==> src/rtl/uart_rx_fifo.sv <==
// uart_rx_fifo: 8N1 UART receiver with 16x oversampling feeding a small
// first-word-fall-through FIFO, plus sticky framing/overrun error flags.
//
// Ports
//   sysclk       system clock, rising edge
//   reset        asynchronous active-low reset
//   PC_Uart_rxd  asynchronous serial input, idles high
//   rd_en        pop request for the FIFO head (ignored while empty)
//   err_clr      clears frame_err and overrun (a same-cycle set wins)
//   rx_data      FIFO head byte, valid while rx_valid is 1
//   rx_valid     FIFO not empty
//   rx_count     number of occupied FIFO entries (0..DEPTH)
//   frame_err    sticky: stop bit sampled low
//   overrun      sticky: a byte completed while the FIFO was full
module uart_rx_fifo #(
  parameter int unsigned CLK_FREQ = 100000000,
  parameter int unsigned BAUD     = 9600,
  parameter int unsigned DEPTH    = 4,
  localparam int unsigned AW      = $clog2(DEPTH)
) (
  input  logic          sysclk,
  input  logic          reset,
  input  logic          PC_Uart_rxd,
  input  logic          rd_en,
  input  logic          err_clr,
  output logic [7:0]    rx_data,
  output logic          rx_valid,
  output logic [AW:0]   rx_count,
  output logic          frame_err,
  output logic          overrun
);

  localparam int unsigned DIV = CLK_FREQ / (BAUD * 16);
  localparam int unsigned DW  = $clog2(DIV);

  typedef enum logic [2:0] {IDLE, START, DATA, STOP, WAIT_HIGH} state_t;

  logic [1:0]    sync;
  logic          rxd_s;
  logic [DW-1:0] div_cnt;
  logic          tick;

  state_t        state, state_nx;
  logic [3:0]    tick_cnt, tick_cnt_nx;
  logic [2:0]    bit_idx, bit_idx_nx;
  logic [7:0]    shift_q, shift_nx;
  logic          push, set_frame;

  logic [7:0]    mem [DEPTH];
  logic [AW-1:0] wr_ptr, rd_ptr;
  logic [AW:0]   count;
  logic [7:0]    rx_hold;
  logic          pop, full, do_push, ovf;

  // Two-flop synchronizer; resets to the idle line level.
  always_ff @(posedge sysclk or negedge reset) begin
    if (!reset) sync <= '1;
    else        sync <= {sync[0], PC_Uart_rxd};
  end
  assign rxd_s = sync[1];

  // Free-running 16x oversampling tick.
  assign tick = (div_cnt == DW'(DIV - 1));
  always_ff @(posedge sysclk or negedge reset) begin
    if (!reset)    div_cnt <= '0;
    else if (tick) div_cnt <= '0;
    else           div_cnt <= div_cnt + 1'b1;
  end

  always_ff @(posedge sysclk or negedge reset) begin
    if (!reset) begin
      state    <= IDLE;
      tick_cnt <= '0;
      bit_idx  <= '0;
      shift_q  <= '0;
    end else begin
      state    <= state_nx;
      tick_cnt <= tick_cnt_nx;
      bit_idx  <= bit_idx_nx;
      shift_q  <= shift_nx;
    end
  end

  // Start is confirmed at mid-bit (tick_cnt 7); every later sample is taken
  // 16 ticks on, i.e. where tick_cnt wraps 15->0.
  always_comb begin
    state_nx    = state;
    tick_cnt_nx = tick_cnt;
    bit_idx_nx  = bit_idx;
    shift_nx    = shift_q;
    push        = 1'b0;
    set_frame   = 1'b0;
    unique case (state)
      IDLE: begin
        if (!rxd_s) begin
          tick_cnt_nx = '0;
          state_nx    = START;
        end
      end
      START: begin
        if (tick) begin
          if (tick_cnt == 4'd7) begin
            if (!rxd_s) begin
              tick_cnt_nx = '0;
              bit_idx_nx  = '0;
              state_nx    = DATA;
            end else begin
              state_nx = IDLE;
            end
          end else begin
            tick_cnt_nx = tick_cnt + 4'd1;
          end
        end
      end
      DATA: begin
        if (tick) begin
          tick_cnt_nx = tick_cnt + 4'd1;
          if (tick_cnt == 4'd15) begin
            shift_nx   = {rxd_s, shift_q[7:1]};
            bit_idx_nx = bit_idx + 3'd1;
            if (bit_idx == 3'd7) state_nx = STOP;
          end
        end
      end
      STOP: begin
        if (tick) begin
          tick_cnt_nx = tick_cnt + 4'd1;
          if (tick_cnt == 4'd15) begin
            if (rxd_s) begin
              push     = 1'b1;
              state_nx = IDLE;
            end else begin
              set_frame = 1'b1;
              state_nx  = WAIT_HIGH;
            end
          end
        end
      end
      WAIT_HIGH: begin
        if (rxd_s) state_nx = IDLE;
      end
      default: state_nx = IDLE;
    endcase
  end

  // FIFO: a pop on a full FIFO frees the slot for a same-cycle push.
  assign rx_valid = (count != '0);
  assign full     = (count == (AW+1)'(DEPTH));
  assign pop      = rd_en && rx_valid;
  assign do_push  = push && (!full || pop);
  assign ovf      = push && full && !pop;

  always_ff @(posedge sysclk) begin
    if (do_push) mem[wr_ptr] <= shift_q;
  end

  always_ff @(posedge sysclk or negedge reset) begin
    if (!reset) begin
      wr_ptr  <= '0;
      rd_ptr  <= '0;
      count   <= '0;
      rx_hold <= '0;
    end else begin
      if (do_push) wr_ptr <= wr_ptr + 1'b1;
      if (pop) begin
        rd_ptr  <= rd_ptr + 1'b1;
        rx_hold <= mem[rd_ptr];
      end
      unique case ({do_push, pop})
        2'b10:   count <= count + 1'b1;
        2'b01:   count <= count - 1'b1;
        default: count <= count;
      endcase
    end
  end

  // Once drained, the output keeps the last byte popped rather than
  // exposing whatever stale entry the read pointer now addresses.
  assign rx_data  = rx_valid ? mem[rd_ptr] : rx_hold;
  assign rx_count = count;

  always_ff @(posedge sysclk or negedge reset) begin
    if (!reset) begin
      frame_err <= 1'b0;
      overrun   <= 1'b0;
    end else begin
      if (set_frame)    frame_err <= 1'b1;
      else if (err_clr) frame_err <= 1'b0;
      if (ovf)          overrun <= 1'b1;
      else if (err_clr) overrun <= 1'b0;
    end
  end

endmodule

==> config.mk <==
export PLATFORM = sky130hd
export DESIGN_NAME = uart_rx_fifo
export DESIGN_NICKNAME = d
export VERILOG_FILES = /design/src/rtl/uart_rx_fifo.sv
export SDC_FILE = /design/constraint.sdc
export NUM_CORES = 1
export LEC_CHECK = 0
export CORE_ASPECT_RATIO = 1.5
export CORE_MARGIN = 4
export CORE_UTILIZATION = 50
export CTS_BUF_LIST = sky130_fd_sc_hd__clkbuf_4 sky130_fd_sc_hd__clkbuf_8
export CTS_CLUSTER_SIZE = 14
export DETAILED_ROUTE_END_ITERATION = 10
export PLACE_DENSITY = 0.68
export SYNTH_ARGS = -nofsm -noshare
export SYNTH_HDL_FRONTEND = slang
export SYNTH_SLANG_ARGS = --single-unit
==> constraint.sdc <==
create_clock -name sysclk -period 3.29 [get_ports sysclk]
set_input_delay 0.4935 -clock sysclk [delete_from_list [all_inputs] [get_ports sysclk]]
set_output_delay 0.4935 -clock sysclk [all_outputs]
set_load 0.1 [all_outputs]
==> results.yml, run 1 <==
clock_network:
  post_cts_resized: 0
  cts.sinks: 79
  h-tree-depth: 3
  path_clk_slew_ns: 0.08
  cts_tree: "done"
  post_cts.repair.setup_buffers: 0
  worstSkewPairLatency_ns: 0.34
  postCtsHoldBufs: 0
  clockBufferDepth: 2
  numCtsBuffers: 9
  cts_root_buf: "clkbuf_8"
global_routing:
  grt_pass1_vias: 2092
  grt_max_degree: 48
  grt.total_usage_pct: 15.74
  grt_overflow: 0
  grt_pass1_wl_um: 10340
  antenna_found_initial: 0
sta:
  setup_tns_ns: 0
  tightest_slew_ns: 1.035
  fmax_mhz: 369.3
  slew_headroom_pct: 31.00
  finalHoldViolCount: 0
  period_needed_ns: 2.708
  grt_setup_unrepaired: "false"
  finalCritPeriodShare_pct: 82.31
  finalSetupViolations: 0
  drv_slew: 0
  worst_clock_skew_ns: 0.01159
placement:
  portBuffers: 18
  placed_area_um2: 3766
  dp_cells: 337
  hpwl_um: 4143
  place.gp.congestion: 0.8590
synth:
  yosys-top-cells-area: "dfrtp_1, edfxtp_1, mux2_2"
  synth_top_family_by_area: "multiplexers"
  synthDominantCellAreaShare_pct: 31.87
  synthSimpleGateAreaFrac_pct: 10.45
  syn-cell-area_um2: 3533
  synthesis.instances: 248
  synth-edff-count: 32
  synth_top_area_cell: "dfrtp_1"
  avgSynthCellArea_um2: 14.25
  yosys_warnings: 0
  synth-main-ff-cell: "dfrtp_1"
  ys_ff_latch: 79
  synthAdderAreaFrac_pct: 3.754
  seq_area_frac_synth_pct: 60.55
  synth.distinct_cells: 47
  synth_fp_nets: 263
  synth_compound_area_share_pct: 5.382
  synthXorXnorAreaFrac_pct: 3.966
  ys_async_sr_fraction_pct: 59.49
  synthMuxAreaShare_pct: 14.02
setup_path:
  path_class: "flip-flop to flip-flop"
  worst_path_largest_cell_delay_ns: 0.58
  cp_top_family: "simple AND/OR/NAND/NOR gates"
  cp_slowest_cell: "or4_1"
  setup.worst_path.end_class: "flip-flop"
  worst-path-buf-inv: 0
  crit_arrival_ns: 2.71
  required_ns: 3.29
  cp_cell_sequence: "or3b_1, or4_1, nor3_2, and2_1"
  worstSetupStartpointType: "flip-flop"
  cp_max_fo: 8
status:
  status: "finished clean"
detailed_routing:
  ant_nets: 0
  wl_um: 5937
  vias: 2030
  routedWlPerCell_um: 16.82
  vias_per_cell: 5.751
  drtIter0Drc: 130
  drcViolationCount: 0
  dr.pass1.iters: 4
cells_and_area:
  antenna_cells: 0
  layout_commonest_cell: "dfrtp_1"
  fin_cells: 353
  syn_to_final_growth_pct: 11.30
  design_area_um2: 3933
  layout-drive-gt1-share_pct: 26.91
  layout_common_cells: "dfrtp_1, edfxtp_1, mux2_2"
  nNetsFinal: 285
floorplan:
  die_area_um2: 8504
  die_y_um: 111.0
  die_x_um: 76.64
  core-area_um2: 6852
  ios: 19
  start_util_pct: 51.57
  placementRows: 37
job:
  drv_cap: 0
pwr:
  powerDensity_nw_per_um2: 423.6
  power_frac_comb_pct: 1.2
  seq_power_share_pct: 61.3
  p_switching_mw: 0.3613
  leakagePower_nw: 1.757
  vdd_drop_max_mv: 0.2372
  p_sw_share_pct: 21.69
  p_int_mw: 1.305
  clock_power_share_pct: 37.4
min_path:
  hold_class: "input pin to async pin"
## per-layer routing
layer  wire length (um)  vias up  track usage, %
met5                  0        -               0
met2               3209       29           26.95
met3                188        9           4.715
li1                   -      965               -
met4                 94        0           6.530
met1               2444     1027           18.26
## synthesized netlist by cell type, drive strengths merged, types with 3 or more instances
library cell and instances:
a21oi 5, inv 5, clkbuf 10, mux4 8, nand2 8, nand3 8, nand2b 3, a22o 4
nor2 14, xor2 3, and3 4, dfrtp 45, ha 9, xnor2 13, edfxtp 32, or4 3
mux2 28, nor3 5, and2 5
## power by group through the flow
stage	Combinational, mW	Clock, mW	Sequential (mW)
6_report	0.0205	0.623	1.02
5_1_grt	0.0237	0.692	1.02
4_1_cts	0.0219	0.638	1.02
3_5_place_dp	0.0217	0	1.04
3_3_place_gp	0.0217	0	1.04
2_1_floorplan	0.00463	0	1.04
## layout make-up
class                      count  area (um^2)
fill                         560         2919
inverter                       5        18.77
sequential                    79         2140
timing repair buffer          23        182.7
clock inverter                 6        35.03
clock buffer                  10        131.4
tap                           78        97.59
multi-input combinational    152         1328
## flip-flops by register name (all words and copies together), names as in the netlist
signal	flops
tick_cnt	4
mem	32
shift_q	8
wr_ptr	2
rx_count	3
sync	2
rx_hold	8
state	3
rd_ptr	2
overrun	1
bit_idx	3
div_cnt	10
frame_err	1
## worst paths after layout
kind	startpoint	to	slack (ns)	cells past startpoint
setup / recovery	div_cnt[2]	mem[3][6]	0.58	4
hold / removal	reset	rx_hold[2]	0.33	1
setup reg to reg	div_cnt[2]	mem[3][6]	0.58	4
hold reg to reg	sync[0]	sync[1]	0.36	0
max in group asynchronous	reset	overrun	2.32	1
min in group sysclk	sync[0]	sync[1]	0.36	0
## stage by stage
stage | utilization, % | setup slack [ns] | hold WS (ns) | power [mW]
after floorplan | - | 0.3338 | 0.1979 | 1.047
after global placement | 54.97 | 0.6737 | 0.3594 | 1.064
after detailed placement | 54.97 | 0.5918 | 0.3605 | 1.064
after CTS | 57.40 | 0.5853 | 0.3645 | 1.682
after global routing | 57.40 | 0.3845 | 0.3666 | 1.738
final | 57.40 | 0.5821 | 0.3260 | 1.666
## cells by family after synthesis
family	Yosys count
flip-flops	79
AND/OR/NAND/NOR	65
multiplexers	36
AO/OA/AOI/OAI	25
buffers and inverters	17
XOR/XNOR	16
adder cells (fa/ha/maj)	10
Power figures use the tool's default switching activity.
==> run 2: changes to the inputs <==
- clock period: 3.29 -> 2.6 ns (I/O delays scaled with it)
==> run 2 against run 1 <==
Against the previous run:
- sequential share of layout area is 2.7 points lower
- routed wire length is 2.6% higher
- clock power is 26% higher
- die area stayed put
- final cell count is 2.3% higher
- hold slack worse by 0.27 ns
- final area is 5.4% higher
- register-to-register slack worse by 0.42 ns
- sequential power is 26% higher
- utilization is 3.1 points higher
- via count is 2.3% higher
- highest routed layer unchanged
==> results.yml, run 2 (synthesized netlist as in run 1, its figures left out) <==
status:
  status: "finished clean"
cells_and_area:
  design_area_um2: 4144
  final_core_util_pct: 60.48
  nNetsFinal: 293
  layout-drive-gt1-share_pct: 32.51
  syn_to_final_growth_pct: 17.28
  regMostFlops: "mem"
  top_regs: "mem x32, div_cnt x10"
  fin_cells: 361
  fill_cells: 551
  layout_common_cells: "dfrtp_1, edfxtp_1, mux2_2"
  regArea_um2: 2145
  antenna_cells: 0
  multi_input_area_um2: 1364
  largest_register_ffs: 32
  layout_commonest_cell: "dfrtp_1"
pwr:
  leakagePower_nw: 1.820
  clock_power_share_pct: 37.1
  p_switching_mw: 0.4530
  vdd_drop_max_mv: 0.3407
  seq_power_share_pct: 61.4
  p_sw_share_pct: 21.52
  powerDensity_nw_per_um2: 508.0
  p_int_mw: 1.652
  power_frac_comb_pct: 1.4
sta:
  period_needed_ns: 2.438
  drv_slew: 0
  fmax_mhz: 410.2
  grt_setup_unrepaired: "false"
  finalHoldViolCount: 0
  tightest_slew_ns: 0.6436
  finalCritPeriodShare_pct: 93.77
  slew_headroom_pct: 56.49
  setup_tns_ns: 0
  worst_clock_skew_ns: 0.004498
  finalSetupViolations: 0
floorplan:
  ios: 19
  die_x_um: 76.64
  start_util_pct: 51.57
  placementRows: 37
  die_y_um: 111.0
  core-area_um2: 6852
  die_area_um2: 8504
clock_network:
  numCtsBuffers: 9
  cts_root_buf: "clkbuf_8"
  postCtsHoldBufs: 0
  cts_tree: "done"
  path_clk_slew_ns: 0.08
  clockBufferDepth: 2
  cts.sinks: 79
  worstSkewPairLatency_ns: 0.35
  h-tree-depth: 3
setup_path:
  rrSetupSlack_ns: 0.16
  worst_path_largest_cell_delay_ns: 0.52
  cp_max_fo: 5
  cp_cell_sequence: "inv_1, ha_1, nand4b_1, or4_4, nor2_2, nor2_1, fa_1, a211oi_1, a31oi_1, xnor2_1"
  setup.worst_path.end_class: "flip-flop"
  rr_worst_depth: 10
  cp_slowest_cell: "or4_4"
  crit_arrival_ns: 2.67
  worstSetupStartpointType: "flip-flop"
  path_class: "flip-flop to flip-flop"
  required_ns: 2.83
job:
  drv_cap: 0
detailed_routing:
  wl_um: 6094
  ant_nets: 0
  dr_wl_met2_um: 3357
  vias: 2076
  routedWlPerCell_um: 16.88
  wl_met3_um: 168
  vias_per_cell: 5.751
  dr.pass1.iters: 4
  maxUsedRoutingLayer: "met4"
  drt-met1-wl_um: 2389
  drcViolationCount: 0
  drtIter0Drc: 125
placement:
  dp_cells: 345
  hpwl_um: 4516
  place.gp.congestion: 0.8437
  portBuffers: 18
  placed_area_um2: 3970
global_routing:
  grt_max_degree: 28
  grt.total_usage_pct: 16.05
  grt_overflow: 0
  grt_pass1_wl_um: 10620
  grt_pass1_vias: 2191
  antenna_found_initial: 0
min_path:
  hold_class: "input pin to async pin"
-- run 2: final timing paths --
path,endpoint,start
max in group asynchronous,sync[1],reset
min,rd_ptr[0],reset
min reg2reg,sync[1],sync[0]
max,rx_count[2],div_cnt[0]
min in group sysclk,sync[1],sync[0]
max reg2reg,rx_count[2],div_cnt[0]
-- run 2: layout make-up --
type	instances	share of cell area [%]
Clock buffer	10	3.170
Clock inverter	6	0.9058
Inverter	5	0.4529
Multi-Input combinational cell	152	32.91
Sequential cell	79	51.75
Tap cell	78	2.355
Timing Repair Buffer	31	8.454
-- run 2: stage by stage --
step           setup slack [ns]  power, mW  hold WS, ns
2_1_floorplan           0.04922      1.324      0.09441
3_3_place_gp             0.2181      1.350       0.3469
3_5_place_dp             0.1286      1.350       0.3495
4_1_cts                 0.06030      2.133      0.05156
5_1_grt                 0.01941      2.192      0.08020
6_report                 0.1621      2.105      0.05505
-- run 2: worst max-delay path, delay by kind of cell, from the launching register on --
kind | cells | cell delay (ns)
adder cells (fa/ha/maj) | 2 | 0.51
AO/OA/AOI/OAI | 2 | 0.32
AND/OR/NAND/NOR | 4 | 0.84
XOR/XNOR | 1 | 0.14
flip-flops | 1 | 0.42
buffers and inverters | 1 | 0.07
-- run 2: repair_timing --
action,4_1_cts,5_1_grt
resized for setup,0,2
buffers inserted,0,0
endpoints found under the setup margin,0,5
-- run 2: metal layers --
layer,up-vias,track usage (%)
li1,978,-
met1,1040,17.97
met2,41,28.01
met3,17,3.171
met4,0,9.432
met5,-,0
-- run 2: power by group through the flow --
stage          clock network [mW]  registers, mW  logic (mW)
3_5_place_dp                    0           1.32      0.0312
6_report                    0.782           1.29      0.0302
2_1_floorplan                   0           1.32     0.00586
4_1_cts                     0.809           1.29      0.0313
3_3_place_gp                    0           1.32      0.0309
5_1_grt                     0.864           1.29      0.0346
==> run 3: changes to the inputs <==
- CTS_CLUSTER_DIAMETER: unset -> 40
- PLACE_DENSITY: 0.68 -> unset
- PLACE_DENSITY_LB_ADDON: unset -> 0.1
==> run 3 against run 2 <==
Against the previous run:
- clock-buffer cell count grew 1
- clock skew grew 0.0062 ns
- total power grew 5.7%
- global-route usage shrank 0.34 points
- flip-flop and latch count is the same
- first-iteration DRC count shrank 18%
- hold slack gained 0.080 ns
- final area grew 1.0%
==> results.yml, run 3 (synthesized netlist as in run 1, its figures left out) <==
floorplan:
  die_y_um: 111.0
  die_area_um2: 8504
  core-area_um2: 6852
  ios: 19
  start_util_pct: 51.57
  die_x_um: 76.64
  placementRows: 37
global_routing:
  antenna_found_initial: 0
  grt_pass1_wl_um: 10380
  grt_max_degree: 48
  grt_overflow: 0
  grt_pass1_vias: 2153
  grt.total_usage_pct: 15.70
detailed_routing:
  drcViolationCount: 0
  wl_um: 6065
  vias_per_cell: 5.680
  routedWlPerCell_um: 16.71
  drtIter0Drc: 103
  ant_nets: 0
  dr.pass1.iters: 4
  vias: 2062
sta:
  setup_tns_ns: 0
  period_needed_ns: 2.436
  tightest_slew_ns: 0.6228
  finalHoldViolCount: 0
  finalSetupViolations: 0
  worst_clock_skew_ns: 0.01072
  finalCritPeriodShare_pct: 93.70
  fmax_mhz: 410.5
  grt_setup_unrepaired: "false"
  slew_headroom_pct: 58.48
  fin_ws_ns: 0.1639
  drv_slew: 0
status:
  status: "finished clean"
cells_and_area:
  regMostFlops: "mem"
  layout_commonest_cell: "dfrtp_1"
  final_core_util_pct: 61.08
  fill_cells: 551
  syn_to_final_growth_pct: 18.45
  nNetsFinal: 295
  multi_input_area_um2: 1360
  top_regs: "mem x32, div_cnt x10"
  regArea_um2: 2145
  largest_register_ffs: 32
  layout_common_cells: "dfrtp_1, edfxtp_1, mux2_2, buf_4"
  layout-drive-gt1-share_pct: 32.63
  antenna_cells: 0
clock_network:
  h-tree-depth: 3
  worstSkewPairLatency_ns: 0.35
  cts_tree: "done"
  numCtsBuffers: 9
  cts_root_buf: "clkbuf_8"
  cts.sinks: 79
  postCtsHoldBufs: 0
  clockBufferDepth: 2
  path_clk_slew_ns: 0.07
pwr:
  seq_power_share_pct: 58.1
  p_sw_share_pct: 20.60
  p_int_mw: 1.767
  powerDensity_nw_per_um2: 531.7
  leakagePower_nw: 1.848
  clock_power_share_pct: 40.6
  vdd_drop_max_mv: 0.2946
  p_switching_mw: 0.4584
  power_frac_comb_pct: 1.3
setup_path:
  required_ns: 2.83
  cp_slowest_cell: "or4_1"
  cp_max_fo: 5
  setup.worst_path.end_class: "flip-flop"
  cp-startpoint: "div_cnt[0]"
  cp_cell_sequence: "inv_1, ha_1, nand4b_1, or4_1, nor2_2, nor2_1, fa_1, o211a_1, o221a_2"
  worst_path_largest_cell_delay_ns: 0.55
  regToRegStartpoint: "div_cnt[0]"
  path_class: "flip-flop to flip-flop"
  worstSetupStartpointType: "flip-flop"
  crit_arrival_ns: 2.66
job:
  drv_cap: 0
placement:
  place.gp.congestion: 0.7997
  hpwl_um: 4413
  pre_cts_slack_ns: 0.1634
  portBuffers: 18
min_path:
  hold_class: "input pin to async pin"
## run 3: cell count changes in the layout (fill, tap and decap cells not counted)
cell,delta
buf_4,+2
bufinv_16,+1
clkbuf_4,+1
clkinv_2,-2
clkinv_4,+2
clkinvlp_4,-2
or4_1,+1
or4_4,-1
## run 3: through the flow
stage	cell area, um^2	power [mW]	hold slack, ns	instances
4_1_cts	4184	2.250	0.1510	363
2_1_floorplan	3571	1.324	0.09441	248
3_3_place_gp	3985	1.349	0.3456	347
3_5_place_dp	3985	1.349	0.3472	347
5_1_grt	4185	2.315	0.1690	363
6_report	4185	2.225	0.1347	363
## run 3: final timing paths
kind	slack (ns)	depth (start not counted)	to
worst max register to register	0.16	9	rx_count[1]
worst max-delay path	0.16	9	rx_count[1]
max in group asynchronous	2.02	2	rx_count[1]
min in group sysclk	0.36	0	sync[1]
worst min register to register	0.36	0	sync[1]
worst min-delay path	0.13	2	rx_hold[0]
## run 3: layout make-up
| cell class | instances | area share, % |
|---|---|---|
| inverter | 5 | 0.4484 |
| tap | 78 | 2.332 |
| multi-input combinational | 152 | 32.50 |
| clock inverter | 5 | 1.435 |
| sequential | 79 | 51.24 |
| clock buffer | 11 | 3.318 |
| timing repair buffer | 33 | 8.729 |
## run 3: layer usage
| layer | vias to the layer above | GRT usage (%) | share of wire (%) |
|---|---|---|---|
| li1 | 988 | - | - |
| met4 | 0 | 6.046 | 1.4 |
| met2 | 28 | 29.36 | 57 |
| met3 | 9 | 3.902 | 2.7 |
| met5 | - | 0 | 0 |
| met1 | 1037 | 16.67 | 39 |
## run 3: power by group through the flow
stage | registers (mW) | logic, mW | clock network [mW]
after floorplan | 1.32 | 0.00586 | 0
after global placement | 1.32 | 0.0298 | 0
after detailed placement | 1.32 | 0.0301 | 0
after CTS | 1.29 | 0.0300 | 0.927
after global routing | 1.29 | 0.0330 | 0.989
final | 1.29 | 0.0287 | 0.904
## run 3: repair_timing
action                     4_1_cts  5_1_grt
setup buffers                    0        0
gates resized for setup          0        1
setup endpoints to repair        0        4
## run 3: worst max-delay path: cells and delay by family (launching register included)
family	cells	cell delay, ns
buffers and inverters	1	0.07
DFF	1	0.42
and+or+nand+nor	4	0.88
AOI/OAI and AO/OA	2	0.36
adders and majority gates	2	0.59
